[src/rtl/gcd_arb.sv]
// ---------------------------------------------------------------------------
// gcd_arb
// Round-robin arbiter that shares one external GCD engine among NUM_REQ
// requesters. One job is in flight at a time: IDLE accepts a request, BUSY
// drives the engine until it reports done (or a timeout expires), and RESP
// holds the result for the owning requester until it is acknowledged.
// Jobs with a zero operand skip the engine and respond with A|B.
//
// Ports
//   clk_i             clock, all state on rising edge
//   reset_i           synchronous active-high reset
//   req_valid_i       per-requester request valid
//   req_a_i/req_b_i   packed operands, requester k at [k*DATA_WIDTH +: DATA_WIDTH]
//   req_ready_o       one-hot grant, only in IDLE (combinational on req_valid_i)
//   resp_valid_o      one-hot response valid for the job owner
//   resp_ready_i      per-requester response ready
//   resp_data_o       shared result bus
//   resp_err_o        1 = engine timed out, resp_data_o is 0
//   eng_operand_a_o/b engine operands (latched job operands)
//   eng_enable_o      engine level enable, high throughout BUSY
//   eng_gcd_i         engine result
//   eng_done_i        engine completion flag
//   busy_o            high whenever the FSM is not IDLE
// ---------------------------------------------------------------------------
module gcd_arb #(
    parameter int unsigned DATA_WIDTH     = 8,
    parameter int unsigned NUM_REQ        = 4,
    parameter int unsigned TIMEOUT_CYCLES = 255
) (
    input  logic                          clk_i,
    input  logic                          reset_i,
    input  logic [NUM_REQ-1:0]            req_valid_i,
    input  logic [NUM_REQ*DATA_WIDTH-1:0] req_a_i,
    input  logic [NUM_REQ*DATA_WIDTH-1:0] req_b_i,
    output logic [NUM_REQ-1:0]            req_ready_o,
    output logic [NUM_REQ-1:0]            resp_valid_o,
    input  logic [NUM_REQ-1:0]            resp_ready_i,
    output logic [DATA_WIDTH-1:0]         resp_data_o,
    output logic                          resp_err_o,
    output logic [DATA_WIDTH-1:0]         eng_operand_a_o,
    output logic [DATA_WIDTH-1:0]         eng_operand_b_o,
    output logic                          eng_enable_o,
    input  logic [DATA_WIDTH-1:0]         eng_gcd_i,
    input  logic                          eng_done_i,
    output logic                          busy_o
);

    localparam int unsigned IDW = $clog2(NUM_REQ);
    localparam int unsigned CW  = $clog2(TIMEOUT_CYCLES + 1);

    typedef enum logic [1:0] {
        IDLE,
        BUSY,
        RESP
    } state_t;

    state_t                 state_q;
    logic [IDW-1:0]         last_grant_q;
    logic [IDW-1:0]         id_q;
    logic [CW-1:0]          cnt_q;
    logic [DATA_WIDTH-1:0]  a_q;
    logic [DATA_WIDTH-1:0]  b_q;
    logic [DATA_WIDTH-1:0]  data_q;
    logic                   err_q;
    logic                   eng_en_q;
    logic                   busy_q;
    logic [NUM_REQ-1:0]     resp_valid_q;

    logic                   grant_vld_d;
    logic [IDW-1:0]         grant_id_d;
    logic [NUM_REQ-1:0]     grant_oh_d;
    logic [DATA_WIDTH-1:0]  grant_a_d;
    logic [DATA_WIDTH-1:0]  grant_b_d;
    logic                   accept_d;

    // Requester index visited at position 'off' of the round-robin scan.
    function automatic logic [IDW-1:0] rr_index(input logic [IDW-1:0] last,
                                                input int unsigned off);
        int unsigned s;
        s = (32'(last) + 32'd1 + off) % NUM_REQ;
        return IDW'(s);
    endfunction

    function automatic logic [NUM_REQ-1:0] to_onehot(input logic [IDW-1:0] id);
        logic [NUM_REQ-1:0] oh;
        oh     = '0;
        oh[id] = 1'b1;
        return oh;
    endfunction

    // Round-robin search starting just after the last granted requester.
    always_comb begin
        grant_vld_d = 1'b0;
        grant_id_d  = '0;
        for (int unsigned i = 0; i < NUM_REQ; i++) begin
            if (!grant_vld_d && req_valid_i[rr_index(last_grant_q, i)]) begin
                grant_vld_d = 1'b1;
                grant_id_d  = rr_index(last_grant_q, i);
            end
        end
    end

    assign grant_oh_d = to_onehot(grant_id_d);
    assign grant_a_d  = req_a_i[grant_id_d*DATA_WIDTH +: DATA_WIDTH];
    assign grant_b_d  = req_b_i[grant_id_d*DATA_WIDTH +: DATA_WIDTH];

    // Reset gates the grant so no ready is shown while reset is applied.
    assign accept_d    = (state_q == IDLE) && grant_vld_d && !reset_i;
    assign req_ready_o = accept_d ? grant_oh_d : '0;

    always_ff @(posedge clk_i) begin
        if (reset_i) begin
            state_q      <= IDLE;
            last_grant_q <= IDW'(NUM_REQ - 1);
            id_q         <= '0;
            cnt_q        <= '0;
            a_q          <= '0;
            b_q          <= '0;
            data_q       <= '0;
            err_q        <= 1'b0;
            eng_en_q     <= 1'b0;
            busy_q       <= 1'b0;
            resp_valid_q <= '0;
        end else begin
            unique case (state_q)
                IDLE: begin
                    if (accept_d) begin
                        a_q          <= grant_a_d;
                        b_q          <= grant_b_d;
                        id_q         <= grant_id_d;
                        last_grant_q <= grant_id_d;
                        cnt_q        <= '0;
                        busy_q       <= 1'b1;
                        if (grant_a_d != '0 && grant_b_d != '0) begin
                            state_q  <= BUSY;
                            eng_en_q <= 1'b1;
                        end else begin
                            // gcd(x,0) = x and gcd(0,0) = 0, so A|B covers all cases.
                            state_q      <= RESP;
                            data_q       <= grant_a_d | grant_b_d;
                            err_q        <= 1'b0;
                            resp_valid_q <= grant_oh_d;
                        end
                    end
                end
                BUSY: begin
                    cnt_q <= cnt_q + 1'b1;
                    // cnt_q == 0 is the first BUSY cycle: a done still high from
                    // the previous job is ignored there. Done beats timeout.
                    if (cnt_q != '0 && eng_done_i) begin
                        state_q      <= RESP;
                        data_q       <= eng_gcd_i;
                        err_q        <= 1'b0;
                        eng_en_q     <= 1'b0;
                        resp_valid_q <= to_onehot(id_q);
                    end else if (cnt_q == CW'(TIMEOUT_CYCLES - 1)) begin
                        state_q      <= RESP;
                        data_q       <= '0;
                        err_q        <= 1'b1;
                        eng_en_q     <= 1'b0;
                        resp_valid_q <= to_onehot(id_q);
                    end
                end
                RESP: begin
                    if (resp_ready_i[id_q]) begin
                        state_q      <= IDLE;
                        busy_q       <= 1'b0;
                        resp_valid_q <= '0;
                    end
                end
                default: begin
                    state_q      <= IDLE;
                    busy_q       <= 1'b0;
                    eng_en_q     <= 1'b0;
                    resp_valid_q <= '0;
                end
            endcase
        end
    end

    assign resp_valid_o    = resp_valid_q;
    assign resp_data_o     = data_q;
    assign resp_err_o      = err_q;
    assign eng_operand_a_o = a_q;
    assign eng_operand_b_o = b_q;
    assign eng_enable_o    = eng_en_q;
    assign busy_o          = busy_q;

endmodule

[config.mk]
export PLATFORM = sky130hd
export DESIGN_NAME = gcd_arb
export DESIGN_NICKNAME = d
export VERILOG_FILES = /design/src/rtl/gcd_arb.sv
export SDC_FILE = /design/constraint.sdc
export NUM_CORES = 1
export LEC_CHECK = 0
export CAP_MARGIN = 20
export CORE_MARGIN = 5
export CORE_UTILIZATION = 40
export DETAILED_ROUTE_END_ITERATION = 6
export GPL_ROUTABILITY_DRIVEN = 0
export HOLD_SLACK_MARGIN = 0.12
export PLACE_DENSITY = 0.8
export SLEW_MARGIN = 5
export SYNTH_ARGS = -nofsm -noshare
export SYNTH_HDL_FRONTEND = slang
export SYNTH_SLANG_ARGS = --single-unit
[constraint.sdc]
create_clock -name clk_i -period 3 [get_ports clk_i]
set_input_delay 0.6 -clock clk_i [delete_from_list [all_inputs] [get_ports clk_i]]
set_output_delay 0.6 -clock clk_i [all_outputs]
set_load 0.05 [all_outputs]
# After elaboration in Yosys (flattened, before gate mapping)
# Index checks and enable logic that the tools add are counted.
# totals
wordCells,117
ff_bits,45
out_inout_bits,35
inputBits,83
# op_classes
muxes,55
reduce_logical,25
shift,2
order_cmp,8
n_addsub,5
n_eq_ne,8
bitwise,3
# ops
operator,count
32-bit by 6-bit indexed part select with 8-bit output,2
8-bit 2-to-1 mux,5
8-bit case mux with 2 select lines,2
4-bit 2-to-1 mux,6
8-bit nonzero test,3
1-bit 2-to-1 mux,21
2-bit by 3-bit < comparator with 1-bit output (second input constant),6
2-bit 2-to-1 mux,9
4-bit case mux with 3 select lines,1
4-bit AND reduction,3
1-bit binary-select mux with 2-bit select,5
1-bit logical AND,9
8-bit by 1-bit adder with 8-bit output (second input constant),1
8-bit equality test (second input constant),1
8-bit bitwise OR,1
2-bit inequality test (second input constant),3
1-bit case mux with 3 select lines,2
2-bit case mux with 3 select lines,1
3-bit AND reduction,2
2-bit by 1-bit adder with 2-bit output (second input constant),2
2-bit adder (second input constant),2
1-bit demux with 2-bit select,2
2-bit by 1-bit greater-or-equal comparator with 1-bit output (second input constant),2
1-bit zero test,4
9 further kinds,11

# Logic depth before layout (Yosys ltp)
# Gate-level depths: netlist of the first run.
# logic_depth
word_depth,20
ltp_mapped,12
depth_no_buf,10

# Worst setup path after synthesis of the first run
# Ideal clock, no wire load.
# synth_timing
kind,input-to-output
start,input req_valid_i[2]
end,output req_ready_o[1]
slack_ns,0.067
arrival_ns,2.333
t_required_ns,2.400
stages,5
path_buffers,1
path_cell_list,nand2b_1 > o22a_1 > o21a_1 > clkbuf_1 > nor3_1
# synth_via
elab_chain_cells,17
elab_cells_between_ends,30
classes_between,order compare: 2; mux: 19; reduce/logical: 9
# synth_rtl
item,line,text
"start, declared",32,"input logic [NUM_REQ-1:0] req_valid_i,"
1-bit binary-select mux with 2-bit select,96,"if (!grant_vld_d && req_valid_i[rr_index(last_grant_q, i)]) begin"
1-bit 2-to-1 mux (not written as such),96,
1-bit 2-to-1 mux,96,
1-bit zero test,96,
1-bit logical AND,96,
1-bit 2-to-1 mux,96,
1-bit zero test,96,
1-bit logical AND,96,
1-bit 2-to-1 mux,96,
1-bit zero test,96,
1-bit logical AND,96,
2-bit 2-to-1 mux,96,
2-bit by 3-bit < comparator with 1-bit output (not written as such) or 2-bit by 1-bit greater-or-equal comparator with 1-bit output (tied branches),87,oh[id] = 1'b1;
1-bit logical AND (not written as such),87,
1-bit 2-to-1 mux (not written as such),87,
1-bit demux with 2-bit select,87,
4-bit 2-to-1 mux (*),109,assign req_ready_o = accept_d ? grant_oh_d : '0;
"end, declared",35,"output logic [NUM_REQ-1:0] req_ready_o,"
# Mark *: on every way between the ends. The rest lies on a longest branch, timed or not. The select of a mux whose other input is x is not followed.

# Worst setup path after layout of the first run
# layout_timing
start,input req_valid_i[3]
end,"register data_q[7], in the netlist resp_data_o[7]"
# layout_via
elab_chain_cells,17
elab_cells_between_ends,36
classes_between,eq/ne: 2; shift: 2; mux: 19; bitwise: 1; reduce/logical: 12
# layout_rtl
item,line,text
1-bit binary-select mux with 2-bit select,96,
1-bit 2-to-1 mux (not written as such),96,
1-bit 2-to-1 mux,96,
1-bit zero test,96,
1-bit logical AND,96,
1-bit 2-to-1 mux,96,
1-bit zero test,96,
1-bit logical AND,96,
1-bit 2-to-1 mux,96,
1-bit zero test,96,
1-bit logical AND,96,
2-bit 2-to-1 mux,96,
"32-bit by 6-bit indexed part select with 8-bit output, on equally long branches","104, 105",
8-bit nonzero test or 8-bit bitwise OR (tied branches),"134, 140",
1-bit logical AND or 8-bit 2-to-1 mux (tied branches),134,if (grant_a_d != '0 && grant_b_d != '0) begin
2-bit inequality test (no source line) or 8-bit 2-to-1 mux (tied branches),-,
4-bit AND reduction (no source line) or 8-bit case mux with 2 select lines (tied branches),-,
"end signal, assigned",140,data_q <= grant_a_d | grant_b_d;
"end signal, assigned",152,data_q <= eng_gcd_i;
"end, declared",63,logic [DATA_WIDTH-1:0] data_q;
# Several ways; a longest one is shown, not always the timed one. The select of a mux whose other input is x is not followed.
# A chain may end at the register's enable or synchronous reset.

==> results.md, run 1 <==
* Worst path bufs/invs at 5
* Layout cells sized above 1 at 25.7%
* Longest Clk Path Bufs at 2
* Site row count at 31
* Port buffer count at 117
* Global routing's busiest layer: met2
* Worst path cell trace: clkbuf_2 -> buf_4 -> nand2b_1 -> a21boi_2 -> o21a_2 -> buf_12 -> a211oi_4 -> o22ai_1 -> nor4_2 -> buf_4 -> o31ai_4 -> clkbuf_16 -> a21o_1 -> a21oi_1
* Routed Antenna Nets at 0
* First-pass GRT wire length at between 15 and 20 mm
* Post-synth top area share at between 30% and 40%
* Setup ws final at 122 ps
* Die span in y at around 96 microns
* Reg2Reg Depth at 12
* Crit-path most repeated cell: buf_4
* Final period util at between 90 and 100%
* Initial core utilization at around two fifths
* Root Buffer: clkbuf_8
* Crit-path max cell delay at 280 ps
* VDD IR max at approximately 0.00042 V
* WHS at 457 ps
* Congestion Overflow GR at 0
* Pleak at 1.98 nW
* CP delay by family, top: compound AO/OA/AOI/OAI gates
* Main synth FF type: dfxtp_1
* Clock Skew at ~7.5 ps
* DP HPWL at around 8 mm
* Mean Syn Cell Area at between 7 and 8 sq um
* Final count of pins violating max slew at 0
* Fmax at 0.347 GHz
* Power per cell area at about 940 nW/um^2
* Min Tclk post-route at between 2000 and 3000 ps
* Cells after Synth at 382
* Count leader, synth: nor2_1
* Core area at 7180 sq um
* Via count at around 3,600
* Fraction of registers with async set/reset at 0%
* Fin cells at 640
* Area contributors post-synth: dfxtp_1 31%, a211oi_1 8.2%, a21boi_0 8.2%
* Mapped Area at just under 3000 sq um
* # IOs at 118
* Worst min path class: reg -> reg
* Crit path launch: req_valid_i[3]
* Largest net degree at the start of global routing at 53
* H-tree Lvls at 2
* Vias in the first global route at ~3,600
* Reg-to-Reg End: resp_data_o[7]
* Max FO, Critical Path at 7
* Final Hold Viols at 0
* CTS Sinks at between 40 and 50
* Register-to-register setup slack at roughly 120 ps
* Met2 Use GR at 39.8%
* Hold path depth at 2
* Fill cells at ~510
* GRT Total Usage at ~23%
* DR iter-0 viols at 238
* Reg-to-reg startpoint: last_grant_q[1]
* Area leader, netlist: dfxtp_1
* Syn Nets at roughly 470
* Count of yosys warnings during synthesis at 0
* Pre-Repair DR Iteration Count at 4
* CP endpoint kind: register
* Worst slew pin tran at 514 ps
* Commonest cells post-synth: 46 x nor2_1, 45 x dfxtp_1, 32 x a211oi_1, 32 x a21boi_0, 31 x a21oi_1
* FF+latch count, synth at 45
* Post-cts hold buffer count at 0
* Critical Path AT at around 3100 ps
* DRC errors left at 0
* Utilization after layout at 72.3%
* Setup WS pre-CTS at -645 ps
* Status: finished, final reports clean
* Via-per-instance ratio at around 5.6
* Die area at approximately 9000 sq um
* Critical Path RT at between 3000 and 4000 ps
* Hold Path Sink: eng_operand_b_o[5]
* Max Cap Viol at 0
* HP Start: eng_operand_b_o[5]
* CTS tree: done
* Slowest CP cell: a211oi_4
* Antenna violations before repair at 0
* Synth-to-Final Area Change at 77.3%
* Wire per inst at between 15 and 20 microns
* N_diodes at 0
* Number of synthesized flops with an enable pin at 0
* Final WL at 11.5 mm
* CTS clk-pin slew, worst paths at ~90 ps
* Final setup fails at 0
* Register area share after synthesis at 30.8%
* Normalized max-slew margin at between 60% and 70%
* Die X at around 96 microns
* Met1 GRT Util at 27.5%
* CP Class: in -> reg
* Final nets at about 630
* Startpoint type of the worst setup path: input port
* Netlist cell types at 47
* Cells after DPL at between 600 and 700
* Worst-Skew Late Latency at approximately 300 ps
* CTS Buf Count at 5
* Met3 usage at 3.31%
==> layout make-up <==
| type | count | area [sq um] | share of cell area [%] |
|---|---|---|---|
| clock inverter | 3 | 68.8 | 1.33 |
| multi-input combinational | 298 | 2130 | 41.1 |
| tap | 99 | 124 | 2.39 |
| inverter | 10 | 37.5 | 0.723 |
| sequential | 45 | 901 | 17.4 |
| clock buffer | 5 | 68.8 | 1.33 |
| timing repair buffer | 180 | 1860 | 35.8 |
==> cell usage in the layout (no fill, tap or decap), types with 4 or more instances in the layout <==
master           Yosys  routed
a31oi_1              6       6
dfxtp_1             45      45
a211oi_2             2      21
buf_4                0      49
clkbuf_8             0       5
a211oi_1            32       4
or2_2               11      10
clkbuf_16            0       4
buf_12               0      11
nor3_1              17      13
o22ai_1              9       8
nand2_1             28      28
a21boi_1             2      13
xor2_1               4       4
or3_1                6       5
o32a_1               4       4
nand3_1              6       6
o21ai_0              5       4
nor3_2               0       4
clkdlybuf4s50_1      0     109
mux2i_1              7       7
a21oi_1             31      31
nand2b_1             4       4
nor2_1              46      45
inv_1               10      10
a211oi_4             0       9
o21ai_1              4       4
a21o_1               6       6
a21boi_0            32      19
==> through the flow <==
| stage | total power [W] | instance area [sq um] | TNS (ps) |
|---|---|---|---|
| 6_report | 0.00488 | 5190 | 0 |
| 2_1_floorplan | 0.00269 | 2930 | 0 |
| 4_1_cts | 0.00450 | 4900 | -39.6 |
| 3_3_place_gp | 0.00372 | 4560 | -7500 |
| 3_5_place_dp | 0.00378 | 4560 | -8980 |
| 5_1_grt | 0.00513 | 5190 | -158 |
==> registers in the layout (all words and copies together) (netlist names), 2 cells and up <==
register	count
cnt_q	8
eng_operand_a_o	8
eng_operand_b_o	8
id_q	2
last_grant_q	2
resp_data_o	8
resp_valid_o	4
state_q	2
==> cells by family (layout without fill, tap and decap cells) <==
logic type / after synthesis / in the layout / synth area share [%]
AO/OA/AOI/OAI: 147 / 149 / 35.2
AND/OR/NAND/NOR: 133 / 133 / 21.8
flip-flops: 45 / 45 / 30.8
buffers and inverters: 41 / 198 / 6.71
multiplexers: 7 / 7 / 2.39
XOR/XNOR: 6 / 6 / 1.80
adder cells (fa/ha/maj): 3 / 3 / 1.28
==> report_power, final <==
part	switching (W)	internal [W]	total [W]
registers	0.000156	0.000786	0.000942
clock network	0.000218	0.000335	0.000553
logic	0.00194	0.00145	0.00339
==> worst reg2reg max path, cell delays in order (launching register included) <==
cell and delay, ps:
dfxtp_1 540, mux2i_1 270, o22a_1 210, o21ai_2 90
buf_12 160, a211oi_2 310, o22ai_1 160, nor4_2 280
buf_4 180, o31ai_4 80, clkbuf_16 170, a21o_1 160
a21oi_1 180
==> how the worst max path moves through the flow <==
stage,to,cells past startpoint,slack (ps)
floorplan,req_ready_o[1],5,70
global placement,resp_data_o[2],11,-560
detailed placement,resp_data_o[0],11,-650
CTS,req_ready_o[1],9,-20
global route,resp_data_o[7],12,-50
finish,resp_data_o[7],14,120
==> routing by layer <==
layer / wire length [microns] / part of all wire, % / vias up
met5: 0 / 0 / -
met4: 425 / 3.7 / 0
met3: 720 / 6.3 / 37
met2: 5850 / 51 / 170
met1: 4510 / 39 / 1697
li1: - / - / 1690
==> repair_timing <==
| item | in CTS | in global routing |
|---|---|---|
| gates resized for setup | 32 | 47 |
| pin swaps | 6 | 19 |
| setup endpoints to repair | 20 | 20 |
| buffers inserted | 3 | 4 |
| gates cloned | 2 | 4 |
(Power assumes the default switching activity.)
==> run 2: changes to the inputs <==
--- a/config.mk
+++ b/config.mk
@@ -5,7 +5,7 @@
 export SDC_FILE = /design/constraint.sdc
 export NUM_CORES = 1
 export LEC_CHECK = 0
-export CAP_MARGIN = 20
+export ABC_AREA = 1
 export CORE_MARGIN = 5
 export CORE_UTILIZATION = 40
 export DETAILED_ROUTE_END_ITERATION = 6
==> run 2 against run 1 <==
Register-to-register slack improved by 180 ps; fmax up 1.9%; sequential share of layout area grew 1.2 points; final area is 6.6% lower; critical path type is now in -> out; power increased by 52%; die area increased by 1.9%.
==> results.md, run 2 <==
* Core area at 7250 sq um (+1.1%)
* Pleak at 2.16 nW (+8.7%)
* Max FO, Critical Path at 4 (-3)
* WHS at 464 ps (+6.83 ps)
* Worst slew pin tran at 548 ps (+34.5 ps)
* DP HPWL at 7.90 mm (about the same)
* Final setup fails at 0 (unchanged)
* Worst min path class: reg -> reg
* CP Class: in -> out
* Count of yosys warnings during synthesis at 0 (unchanged)
* Syn Nets at 546 (+17%)
* CTS clk-pin slew, worst paths at 90 ps (about the same)
* Final WL at 10.3 mm (-11%)
* First-pass GRT wire length at 16.3 mm (-1.1%)
* Area contributors post-synth: dfxtp_1 30%, nand2_1 15%, nand3_1 8.4%
* Synth-to-Final Area Change at 62.3%
* Max Cap Viol at 0 (unchanged)
* CTS Sinks at 45 (unchanged)
* Number of synthesized flops with an enable pin at 0 (unchanged)
* Die area at 9300 sq um (+1.9%)
* Final period util at 94.2% (-1.8 points)
* Site row count at 31 (unchanged)
* Congestion Overflow GR at 0 (unchanged)
* DR iter-0 viols at 182 (-24%)
* Clock Skew at 13.3 ps (+5.77 ps)
* Antenna violations before repair at 0 (unchanged)
* Port buffer count at 117 (unchanged)
* Mean Syn Cell Area at 6.50 sq um (-15%)
* N_diodes at 0 (unchanged)
* Largest net degree at the start of global routing at 33 (-38%)
* Startpoint type of the worst setup path: input port
* Area leader, netlist: dfxtp_1
* CTS Buf Count at 5 (unchanged)
* Final nets at 704 (+12%)
* Power per cell area at 1530 nW/um^2 (+63%)
* Cells after Synth at 460 (+20%)
* Most common library cell in the layout ignoring fill and taps: nand2_1
* Critical Path AT at 2220 ps (-880 ps)
* Vias in the first global route at 3,712 (+4.3%)
* Layout cells sized above 1 at 21.3% (-4.4 points)
* Root Buffer: clkbuf_8
* Pre-Repair DR Iteration Count at 5 (+1)
* Main synth FF type: dfxtp_1
* VDD IR max at 0.000796 V (+91%)
* Commonest non-fill, non-tap cells in the layout: 116 x nand2_1, 109 x clkdlybuf4s50_1, 48 x buf_4, 47 x nand3_1, 44 x dfxtp_1
* Die span in y at 96.4 microns (+0.93%)
* Count leader, synth: nand2_1
* Wire per inst at 14.3 microns (-20%)
* Post-cts hold buffer count at 0 (unchanged)
* Die X at 96.4 microns (+0.93%)
* Final count of pins violating max slew at 0 (unchanged)
* Netlist cell types at 41 (-13%)
* Post-synth top area share at 30.2% (-0.63 points)
* Normalized max-slew margin at 63.3% (-2.3 points)
* Via-per-instance ratio at 5.31 (-5.4%)
* Mapped Area at 2990 sq um (+2.1%)
* Via count at 3,815 (+6.1%)
* Fill cells at 639 (+27%)
* Register area share after synthesis at 30.2% (-0.63 points)
* DRC errors left at 0 (unchanged)
* Commonest cells post-synth: 123 x nand2_1, 50 x nand3_1, 50 x nor2_1
* TNS Setup at 0 ps (unchanged)
* CTS tree: done
* Longest Clk Path Bufs at 2 (unchanged)
* Final Hold Viols at 0 (unchanged)
* Worst-Skew Late Latency at 310 ps (about the same)
* GRT Total Usage at 22.1% (-0.50 points)
* Fraction of registers with async set/reset at 0% (unchanged)
* Initial core utilization at 41.2% (+0.41 points)
* FF+latch count, synth at 45 (unchanged)
* Status: finished, final reports clean
* H-tree Lvls at 2 (unchanged)
* Critical Path RT at 2400 ps (-820 ps)
* Routed Antenna Nets at 0 (unchanged)
* Min Tclk post-route at 2820 ps (-53.2 ps)
* Fmax at 0.354 GHz (+1.9%)
* CP endpoint kind: output pin
* # IOs at 118 (unchanged)
## run 2: cell count changes in the layout (fill, tap and decap cells not counted), moves of 13 or more
cell / previous run / this run
nand2_1: 28 / 116
nand3_1: 6 / 47
a211oi_2: 21 / 0
nand4_1: 3 / 24
o21ai_0: 4 / 25
a21boi_0: 19 / 0
nand2_2: 1 / 16
nor2_2: 1 / 15
a21boi_1: 13 / 0
inv_1: 10 / 23
## run 2: timing repair
item                                    CTS  global route
pin swaps                                 2            10
endpoints found under the setup margin    4            20
buffers inserted                          0             4
cloned                                    0             2
resized for setup                        13            19
## run 2: where the power goes
| part | switching [W] | internal [W] | leakage [nW] | total (W) |
|---|---|---|---|---|
| registers | 0.000172 | 0.000814 | 0.369 | 0.000986 |
| clock network | 0.000217 | 0.000191 | 0.0518 | 0.000408 |
| logic | 0.00349 | 0.00254 | 1.74 | 0.00602 |
## run 2: layer usage
layer / part of all wire (%) / global-route usage [%]
met1: 40 / 26.5
met2: 51 / 39.3
met3: 6.1 / 3.41
met4: 2.7 / 8.76
met5: 0 / 0
## run 2: logic make-up after synthesis
family          share of synthesized area [%]
buf+inv                                  8.84
flops                                    30.2
compound gates                           15.0
fa+ha+maj                                1.26
simple gates                             44.8
## run 2: worst paths after layout
kind / to / start / cells after the start / slack, ps
worst max-delay path: req_ready_o[2] / req_valid_i[2] / 16 / 180
worst max register to register: resp_data_o[7] / last_grant_q[1] / 21 / 300
worst min register to register: eng_operand_a_o[1] / eng_operand_a_o[1] / 2 / 460
worst min-delay path: eng_operand_a_o[1] / eng_operand_a_o[1] / 2 / 460
## run 2: critical path: stages
cell and delay [ps]:
dlygate4sd2_1 260, nand2_1 70, nand2_1 70, nand2_1 130
nand2_2 80, nor2_4 130, nand3_2 100, nand2_2 80
nand2_4 60, nand2_4 90, buf_6 100, inv_1 50
nor2_2 120, nand2_1 80, inv_2 70, buf_12 130
## run 2: cell type report
class,count,area (sq um),area share [%]
clock inverter,2,17.5,0.361
multi-input combinational,364,1920,39.5
tap,99,124,2.55
sequential,45,902,18.6
inverter,31,121,2.50
clock buffer,6,82.6,1.70
timing repair buffer,171,1690,34.8
## run 2: through the flow
stage	worst slack, ps	std cells	total power, W	cell area (sq um)	util, %
after floorplan	139	460	0.00449	2990	-
after global placement	-147	704	0.00653	4620	63.6
after detailed placement	-279	704	0.00663	4620	63.6
after CTS	5.72	712	0.00714	4740	65.4
after global routing	-0.161	718	0.00801	4850	66.9
final	175	718	0.00742	4850	66.9
